[src/rtl/step_sequencer_if.sv]
// Engine-side bus of the step sequencer.
// Handshake: eng_start is a one-cycle issue pulse that qualifies eng_sel and
// eng_data. eng_done is a one-cycle completion pulse that qualifies
// eng_result. There is no backpressure. The engine accepts every issue, and at
// most one step is outstanding at a time.
interface step_sequencer_if #(
  parameter int DATA_W = 8,
  parameter int OP_W   = 2
);
  logic              eng_start;
  logic [OP_W-1:0]   eng_sel;
  logic [DATA_W-1:0] eng_data;
  logic              eng_done;
  logic [DATA_W-1:0] eng_result;

  modport master (output eng_start, eng_sel, eng_data, input eng_done, eng_result);
  modport slave  (input eng_start, eng_sel, eng_data, output eng_done, eng_result);
endinterface

[src/rtl/step_sequencer.sv]
// Programmable step sequencer. It runs an accumulator through up to MAX_STEPS
// engine operations and supports abort, a per-step timeout and a variable
// step count.
module step_sequencer #(
  parameter int DATA_W    = 8,
  parameter int MAX_STEPS = 8,
  parameter int OP_W      = 2,
  parameter int TIMEOUT   = 255,
  localparam int IDX_W    = (MAX_STEPS > 1) ? $clog2(MAX_STEPS) : 1,
  localparam int CNT_W    = $clog2(MAX_STEPS + 1)
) (
  input  logic                      clk,
  input  logic                      rst_n,
  input  logic                      start,
  input  logic [DATA_W-1:0]         data_in,
  input  logic [CNT_W-1:0]          num_steps,
  input  logic [MAX_STEPS*OP_W-1:0] step_ops,
  input  logic                      abort,
  output logic                      busy,
  output logic                      done,
  output logic                      error,
  output logic [DATA_W-1:0]         data_out,
  output logic [IDX_W-1:0]          step_idx,
  output logic [1:0]                state_dbg,
  step_sequencer_if.master          eng
);

  // The counter only has to reach TIMEOUT-1.
  localparam int TMO_W = (TIMEOUT > 1) ? $clog2(TIMEOUT) : 1;

  typedef enum logic [1:0] {
    IDLE   = 2'd0,
    ISSUE  = 2'd1,
    WAIT   = 2'd2,
    FINISH = 2'd3
  } state_t;

  state_t                    state;
  logic [DATA_W-1:0]         acc;
  logic [MAX_STEPS*OP_W-1:0] ops_r;
  logic [CNT_W-1:0]          n_r;
  logic [TMO_W-1:0]          wait_cnt;
  logic                      timed_out;
  logic                      start_r;
  logic                      last_step;
  logic                      timeout_hit;

  // Outputs derived directly from registers.
  assign busy          = (state != IDLE);
  assign state_dbg     = state;
  assign eng.eng_start = start_r;
  assign eng.eng_sel   = ops_r[step_idx*OP_W +: OP_W];
  assign eng.eng_data  = acc;

  // Step bookkeeping: last-step detect and the timeout limit for the current wait.
  assign last_step   = ((CNT_W'(step_idx) + CNT_W'(1)) == n_r);
  assign timeout_hit = (TIMEOUT != 0) && (int'(wait_cnt) == TIMEOUT - 1);

  // Sequencer FSM with registered done/error/eng_start pulses.
  always_ff @(posedge clk or negedge rst_n) begin
    if (!rst_n) begin
      state     <= IDLE;
      acc       <= '0;
      ops_r     <= '0;
      n_r       <= '0;
      wait_cnt  <= '0;
      timed_out <= 1'b0;
      start_r   <= 1'b0;
      done      <= 1'b0;
      error     <= 1'b0;
      data_out  <= '0;
      step_idx  <= '0;
    end else begin
      done    <= 1'b0;
      error   <= 1'b0;
      start_r <= 1'b0;
      case (state)
        IDLE: begin
          if (start) begin
            acc       <= data_in;
            ops_r     <= step_ops;
            n_r       <= (num_steps > CNT_W'(MAX_STEPS)) ? CNT_W'(MAX_STEPS) : num_steps;
            step_idx  <= '0;
            timed_out <= 1'b0;
            if (num_steps == '0) begin
              state <= FINISH;
            end else begin
              state   <= ISSUE;
              start_r <= 1'b1;
            end
          end
        end
        ISSUE: begin
          if (abort) begin
            state <= IDLE;
          end else begin
            state    <= WAIT;
            wait_cnt <= '0;
          end
        end
        WAIT: begin
          // Abort outranks a completing engine and an expiring timeout.
          if (abort) begin
            state <= IDLE;
          end else if (eng.eng_done) begin
            acc <= eng.eng_result;
            if (last_step) begin
              state <= FINISH;
            end else begin
              step_idx <= step_idx + IDX_W'(1);
              state    <= ISSUE;
              start_r  <= 1'b1;
            end
          end else if (timeout_hit) begin
            timed_out <= 1'b1;
            state     <= FINISH;
          end else begin
            wait_cnt <= wait_cnt + TMO_W'(1);
          end
        end
        FINISH: begin
          state <= IDLE;
          // A timed-out run reports an error and keeps the previous result.
          if (!abort) begin
            done <= 1'b1;
            if (timed_out) begin
              error <= 1'b1;
            end else begin
              data_out <= acc;
            end
          end
        end
        default: state <= IDLE;
      endcase
    end
  end

endmodule

[src/flat_wrapper.sv]
// flat-port wrapper written by rule: the top's interface ports become plain ports
module step_sequencer_flat 
#(
  parameter int DATA_W    = 8,
  parameter int MAX_STEPS = 8,
  parameter int OP_W      = 2,
  parameter int TIMEOUT   = 255,
  localparam int IDX_W    = (MAX_STEPS > 1) ? $clog2(MAX_STEPS) : 1,
  localparam int CNT_W    = $clog2(MAX_STEPS + 1)
)
  (clk, rst_n, start, data_in, num_steps, step_ops, abort, busy, done, error, data_out, step_idx, state_dbg, eng_eng_start, eng_eng_sel, eng_eng_data, eng_eng_done, eng_eng_result);
  step_sequencer_if #(.DATA_W(DATA_W), .OP_W(OP_W)) eng_i ();
  input  logic clk;
  input  logic rst_n;
  input  logic start;
  input  logic [DATA_W-1:0] data_in;
  input  logic [CNT_W-1:0] num_steps;
  input  logic [MAX_STEPS*OP_W-1:0] step_ops;
  input  logic abort;
  output logic busy;
  output logic done;
  output logic error;
  output logic [DATA_W-1:0] data_out;
  output logic [IDX_W-1:0] step_idx;
  output logic [1:0] state_dbg;
  output wire logic [$bits(eng_i.eng_start)-1:0] eng_eng_start;
  output wire logic [$bits(eng_i.eng_sel)-1:0] eng_eng_sel;
  output wire logic [$bits(eng_i.eng_data)-1:0] eng_eng_data;
  input wire logic [$bits(eng_i.eng_done)-1:0] eng_eng_done;
  input wire logic [$bits(eng_i.eng_result)-1:0] eng_eng_result;
  assign eng_eng_start = eng_i.eng_start;
  assign eng_eng_sel = eng_i.eng_sel;
  assign eng_eng_data = eng_i.eng_data;
  assign eng_i.eng_done = eng_eng_done;
  assign eng_i.eng_result = eng_eng_result;
  step_sequencer #(.DATA_W(DATA_W), .MAX_STEPS(MAX_STEPS), .OP_W(OP_W), .TIMEOUT(TIMEOUT)) u_core (.clk(clk), .rst_n(rst_n), .start(start), .data_in(data_in), .num_steps(num_steps), .step_ops(step_ops), .abort(abort), .busy(busy), .done(done), .error(error), .data_out(data_out), .step_idx(step_idx), .state_dbg(state_dbg), .eng(eng_i));
endmodule
[config.mk]
export PLATFORM = sky130hd
export DESIGN_NAME = step_sequencer_flat
export DESIGN_NICKNAME = d
export VERILOG_FILES = /design/src/rtl/step_sequencer_if.sv /design/src/rtl/step_sequencer.sv /design/src/flat_wrapper.sv
export SDC_FILE = /design/constraint.sdc
export NUM_CORES = 1
export LEC_CHECK = 0
export CAP_MARGIN = 0
export CELL_PAD_IN_SITES_DETAIL_PLACEMENT = 1
export CELL_PAD_IN_SITES_GLOBAL_PLACEMENT = 2
export CORE_ASPECT_RATIO = 0.8
export CORE_MARGIN = 2
export CORE_UTILIZATION = 30
export CTS_CLUSTER_SIZE = 40
export DETAILED_ROUTE_END_ITERATION = 7
export GPL_TIMING_DRIVEN = 1
export PLACE_DENSITY = 0.76
export SLEW_MARGIN = 20
export SYNTH_ARGS = -nofsm -noshare
export SYNTH_HDL_FRONTEND = slang
export SYNTH_SLANG_ARGS = --single-unit
[constraint.sdc]
create_clock -name clk -period 2.3 [get_ports clk]
set_clock_uncertainty 0.2 [all_clocks]
set_input_delay 0.69 -clock clk [delete_from_list [all_inputs] [get_ports clk]]
set_output_delay 0.69 -clock clk [all_outputs]
set_load 0.005 [all_outputs]
==> results.json, run 1 <==
{
  "status": "complete, but fails checks",
  "violations": "setup timing",
  "syn_area_mm2": 0.00256,
  "rsz0062_at_grt": "true",
  "leakage_uw": 0.00169,
  "yosysTopAreaCellShare_pct": 51.9,
  "mostFrequentLayoutCells": "nand2_1 (70), clkdlybuf4s50_1 (60), dfrtp_1 (50), buf_4 (27), nor2_1 (10)",
  "stdcell_count": 453,
  "seqPwrFrac_pct": 38.1,
  "viasPerCell": 4.53,
  "cp.required_ns": 1.41,
  "rr_startpoint": "u_core.step_idx[0]$_DFFE_PN0P_",
  "postLayoutCellArea_mm2": 0.00374,
  "p_switching_uw": 1360,
  "wl_per_cell_um": 14.5,
  "dpl.hpwl_um": 4710,
  "cts_max_level": 2,
  "yosysWarnings": 0,
  "tritoncts.num_buffers": 5,
  "grt_pass1_vias": 2231,
  "io_pins": 68,
  "synthTopCellsByArea": "dfrtp_1 (52%), nand2_1 (10%), mux2_2 (4.4%)",
  "cts_tree": "yes",
  "fp.dieH_um": 86.6,
  "peakVddDrop_v": 0.000350,
  "grt_overflow": 0,
  "slew_headroom_pct": 76.5,
  "synth-main-ff-cell": "dfrtp_1",
  "async_reset_ff_share_pct": 100,
  "placed_cell_area_mm2": 0.00350,
  "fin_nets": 384,
  "endpoint_kind": "output pin",
  "clock_path_buffers": 2,
  "first_pass_iters": 4,
  "hp-class": "in2async",
  "endpoint": "eng_eng_sel[0]",
  "syn_inst": 243,
  "num_antenna_cells": 0,
  "clkTransAtPathRegs_ns": 0.11,
  "grt_pass1_wl_um": 10800,
  "gp_congestion": 0.751,
  "synth_top_area_cell": "dfrtp_1",
  "regToRegSetupSlack_ns": 0.07,
  "yosysSeqAreaShare_pct": 51.9,
  "vias": 2052,
  "critical_path.max_fanout": 3,
  "insertion_delay_ns": 0.31,
  "totalWireLength_um": 6550,
  "cts_hold_buf": 0,
  "core-area_mm2": 0.00837,
  "hold_violations": 0,
  "die_area_mm2": 0.00928,
  "drt_iter0_drc": 38,
  "setup_viol": 2,
  "ys_seq_elements": 53,
  "portBuffers": 67,
  "pwr-share-clk_pct": 14.1,
  "r2r-end": "u_core.step_idx[2]$_DFFE_PN0P_",
  "p_int_uw": 2570,
  "fillCellCount": 947,
  "drtAntennaViolNets": 0,
  "p_comb_share_pct": 47.8,
  "yosysUniqueCellTypes": 41,
  "grt_max_degree": 54,
  "fin_crit_sh_pct": 113,
  "report.final.slew_viol_count": 0,
  "start_util_pct": 30.6,
  "syn_to_final_growth_pct": 46.3,
  "worstMarginPinSlew_ns": 0.351,
  "fp.dieW_um": 107,
  "remaining_drc_errors": 0,
  "setup_ws_ns": -0.305,
  "antenna_found_initial": 0,
  "ff2ff_path_depth": 8,
  "placedCellCount": 435,
  "mostFrequentLayoutCell": "nand2_1",
  "power_density_mw_per_mm2": 1050,
  "multi_input_area_mm2": 0.00122,
  "arrival_ns": 1.72,
  "fmax_mhz": 384,
  "syn-num-nets": 287,
  "drive_gt1_share_pct": 23.8,
  "seqCellArea_mm2": 0.00133,
  "cts_sinks": 53,
  "start_kind": "flip-flop",
  "root_buffer": "clkbuf_8",
  "syn_area_per_cell_um2": 10.5,
  "p_sw_share_pct": 34.6,
  "period_minus_slack_ns": 2.61,
  "maxCapViolCount": 0,
  "crit_type": "reg2out",
  "crit_start": "u_core.step_idx[0]$_DFFE_PN0P_",
  "synth_edf_count": 0,
  "fp-row-count": 30,
  "grt_usage_pct": 14.8
}
power groups by stage:
stage | logic, µW | registers, µW | clock network [µW]
after floorplan | 851 | 1480 | 0
after global placement | 1650 | 1530 | 0
after detailed placement | 1690 | 1530 | 0
after CTS | 1840 | 1500 | 585
after global routing | 2070 | 1560 | 615
final | 1880 | 1500 | 556
layout make-up:
cell class	count	share of cell area (%)
repair buffers	99	25.0
well taps	112	3.74
inverters	7	0.702
multi-input cells	174	32.5
flip-flops and latches	53	35.5
clock buffers	5	1.84
clock inverters	3	0.669
sequential cells by signal (all words and copies together) (netlist names):
signal,flops
u_core.data_out,8
u_core.n_r,4
u_core.eng.eng_start,1
u_core.state_dbg,2
u_core.wait_cnt,8
u_core.timed_out,1
u_core.step_idx,3
u_core.ops_r,16
u_core.eng.eng_data,8
u_core.done,1
u_core.error,1
critical path, cell delays in order, from the launching register on:
cell,delay [ns]
dfrtp_2,0.40
buf_6,0.11
mux4_2,0.49
mux2_4,0.28
buf_6,0.11
timing repair:
item / 4_1_cts / 5_1_grt
buffers inserted: 6 / 4
pin swaps: 3 / 1
endpoints found under the setup margin: 10 / 9
hold endpoints to repair: 0 / 0
resized for setup: 24 / 10
kinds of logic (layout without fill, tap and decap cells):
kind of cell	Yosys count	in the layout	share of synthesized area, %
AOI/OAI and AO/OA	33	33	10.7
xor gates and xnor gates	9	9	3.08
adders and majority gates	3	3	1.47
buffers and inverters	16	114	2.79
DFF	53	53	51.9
muxes	22	22	11.1
and+or+nand+nor	107	107	19.0
synth_stat cells (2+ instances only):
master     number
a2111oi_4       3
a211oi_1        3
a21oi_1         7
a31oi_1         2
buf_2           3
clkbuf_1        5
dfrtp_1        53
ha_1            3
inv_1           7
mux2_2         10
mux2i_1         8
mux4_2          4
nand2_1        70
nand2b_2        2
nand3_1         3
nand3b_1        4
nand4_1         2
nor2_1         12
nor2b_1         2
nor3_1          2
o21ai_0        10
o22ai_1         2
xnor2_1         7
xor2_1          2
stage by stage:
step | TNS, ns | util, % | setup WS [ns] | total power [µW] | hold slack, ns
3_3_place_gp | -2.44 | 41.8 | -0.303 | 3180 | 0.256
5_1_grt | -0.713 | 44.7 | -0.359 | 4250 | 0.174
2_1_floorplan | 0 | - | 0.0479 | 2330 | 0.194
6_report | -0.605 | 44.7 | -0.305 | 3940 | 0.156
3_5_place_dp | -2.92 | 41.8 | -0.340 | 3230 | 0.271
4_1_cts | -0.617 | 44.0 | -0.313 | 3930 | 0.154
per-layer routing:
layer	up-vias	GRT usage (%)	share of wire (%)
met2	44	23.1	45
met1	992	20.9	50
li1	1011	-	-
met5	-	0	0
met4	0	4.25	0.93
met3	5	3.16	4.5
how the worst min path moves through the flow:
| stage | start | endpoint | slack [ns] | cells past startpoint |
|---|---|---|---|---|
| 6_report | rst_n | u_core.eng.eng_data[7]$_DFFE_PN0P_ | 0.16 | 2 |
| 5_1_grt | rst_n | u_core.eng.eng_data[7]$_DFFE_PN0P_ | 0.17 | 2 |
| 4_1_cts | rst_n | u_core.data_out[7]$_DFFE_PN0P_ | 0.15 | 2 |
| 3_5_place_dp | u_core.ops_r[11]$_DFFE_PN0P_ | u_core.ops_r[11]$_DFFE_PN0P_ | 0.27 | 2 |
| 3_3_place_gp | u_core.ops_r[14]$_DFFE_PN0P_ | u_core.ops_r[14]$_DFFE_PN0P_ | 0.26 | 2 |
| 2_1_floorplan | rst_n | u_core.data_out[0]$_DFFE_PN0P_ | 0.19 | 0 |
Power figures use the tool's default switching activity.
==> inputs of run 2 (changes only) <==
- CORE_UTILIZATION: 30 -> 27
- PLACE_DENSITY: 0.76 -> 0.72
- clock period: 2.3 -> 2.28 ns (I/O delays scaled with it)
==> run 2 against run 1 <==
The run still ends with setup timing left. Sequential power grew 3%. Cell count up 0.66%. Critical path depth unchanged. Worst setup slack lost 0.021 ns. Critical endpoint unchanged. Largest power group unchanged.
==> results.json, run 2 (synthesis results as in run 1) <==
{
  "portBuffers": 67,
  "p_int_uw": 2820,
  "critical_path.max_fanout": 4,
  "use_met1_pct": 18.7,
  "drive_gt1_share_pct": 23.8,
  "mostFrequentLayoutCells": "nand2_1 (70), clkdlybuf4s50_1 (62), dfrtp_1 (49), buf_4 (26)",
  "cts_hold_buf": 0,
  "die_area_mm2": 0.0103,
  "rsz0062_at_grt": "true",
  "setup_viol": 3,
  "peakVddDrop_v": 0.000413,
  "tritoncts.num_buffers": 5,
  "wl_per_cell_um": 14.9,
  "num_antenna_cells": 0,
  "fin_crit_sh_pct": 114,
  "maxCapViolCount": 0,
  "crit_type": "reg2out",
  "cp.required_ns": 1.40,
  "insertion_delay_ns": 0.29,
  "syn_to_final_growth_pct": 49.0,
  "seqCellArea_mm2": 0.00133,
  "slew_headroom_pct": 77.0,
  "remaining_drc_errors": 0,
  "largest_reg_flops": 16,
  "fp-row-count": 31,
  "io_pins": 68,
  "clock_path_buffers": 2,
  "gp_congestion": 0.742,
  "grt_max_degree": 54,
  "grt.busiest_layer": "met2",
  "grt_usage_pct": 13.6,
  "critPathSlowestCell": "mux4_2",
  "fp.dieW_um": 113,
  "start_kind": "flip-flop",
  "fin_nets": 384,
  "grt_pass1_wl_um": 11200,
  "status": "complete, but fails checks",
  "grtUsageMet2_pct": 22.5,
  "start_util_pct": 28.1,
  "cp_slowest_stage_delay_ns": 0.48,
  "grt_pass1_vias": 2246,
  "p_comb_share_pct": 44.9,
  "leakage_uw": 0.00170,
  "p_switching_uw": 1430,
  "fillCellCount": 1040,
  "hold_ws_ns": 0.177,
  "stdcell_count": 456,
  "first_pass_iters": 4,
  "core-area_mm2": 0.00911,
  "mostFrequentLayoutCell": "nand2_1",
  "viasPerCell": 4.62,
  "setup_ws_ns": -0.326,
  "hp-class": "in2async",
  "cts_tree": "yes",
  "period_minus_slack_ns": 2.61,
  "use_met3_pct": 2.67,
  "dpl.hpwl_um": 4920,
  "violations": "setup timing",
  "multi_input_area_mm2": 0.00121,
  "hold_violations": 0,
  "seqPwrFrac_pct": 36.4,
  "crit_top_cell": "buf_6",
  "crit_path_cell_trace": "buf_6, mux4_2, mux2_4, buf_6",
  "crit_family": "multiplexers",
  "p_sw_share_pct": 33.6,
  "fp.dieH_um": 91.1,
  "endpoint_kind": "output pin",
  "totalWireLength_um": 6810,
  "setup_tns_ns": -0.642,
  "power_density_mw_per_mm2": 1110,
  "drtAntennaViolNets": 0,
  "report.final.slew_viol_count": 0,
  "vias": 2106,
  "path_buf_inv": 2,
  "top_register": "u_core.ops_r",
  "antenna_found_initial": 0,
  "root_buffer": "clkbuf_16",
  "clkTransAtPathRegs_ns": 0.08,
  "worstMarginPinSlew_ns": 0.344,
  "cts_max_level": 2,
  "placedCellCount": 439,
  "drt_iter0_drc": 41,
  "grt_overflow": 0,
  "pre_cts_slack_ns": -0.355,
  "fmax_mhz": 384,
  "pwr-share-clk_pct": 18.7,
  "arrival_ns": 1.72,
  "cts_sinks": 53
}
-- run 2: metal layers --
layer | share of wire (%) | up-vias | wire, µm
met2 | 48 | 37 | 3300
met3 | 3.8 | 2 | 261
met5 | 0 | - | 0
met1 | 47 | 1046 | 3210
li1 | - | 1021 | -
met4 | 0.53 | 0 | 36
-- run 2: repair_timing --
action / CTS / global route
endpoints found under the setup margin: 8 / 19
gates resized for setup: 22 / 13
buffers inserted: 5 / 4
pin swaps: 0 / 3
-- run 2: power by group through the flow --
stage          clock network, µW  logic, µW  registers [µW]
2_1_floorplan                  0        859            1500
3_3_place_gp                   0       1650            1570
3_5_place_dp                   0       1690            1570
4_1_cts                      819       1820            1560
5_1_grt                      864       2100            1600
6_report                     793       1910            1540
-- run 2: final cells by class --
cell class                      instances  share of cell area, %
Clock buffer                            5                   3.28
Clock inverter                          3                  0.755
Inverter                                7                  0.690
Multi-Input combinational cell        174                   31.8
Sequential cell                        53                   34.9
Tap cell                              115                   3.78
Timing Repair Buffer                   99                   24.8
-- run 2: through the flow --
step	utilization (%)	cell area, µm²	total power (µW)
detailed placement	38.5	3510	3260
global route	41.8	3810	4570
global placement	38.5	3510	3210
CTS	41.0	3740	4190
floorplan	-	2560	2350
finish	41.8	3810	4240
-- run 2: final timing paths --
path                                                      from                              end  slack (ns)  cells past startpoint
min in group clk                  u_core.ops_r[14]$_DFFE_PN0P_     u_core.ops_r[14]$_DFFE_PN0P_        0.28                      2
max in group asynchronous                                rst_n  u_core.state_dbg[0]$_DFFE_PN0P_        1.45                      2
worst max register to register  u_core.step_idx[0]$_DFFE_PN0P_  u_core.state_dbg[1]$_DFFE_PN0P_        0.09                      8
worst min register to register    u_core.ops_r[14]$_DFFE_PN0P_     u_core.ops_r[14]$_DFFE_PN0P_        0.28                      2
worst max-delay path            u_core.step_idx[0]$_DFFE_PN0P_                   eng_eng_sel[0]       -0.33                      4
worst min-delay path                                     rst_n        u_core.n_r[0]$_DFFE_PN0P_        0.18                      2
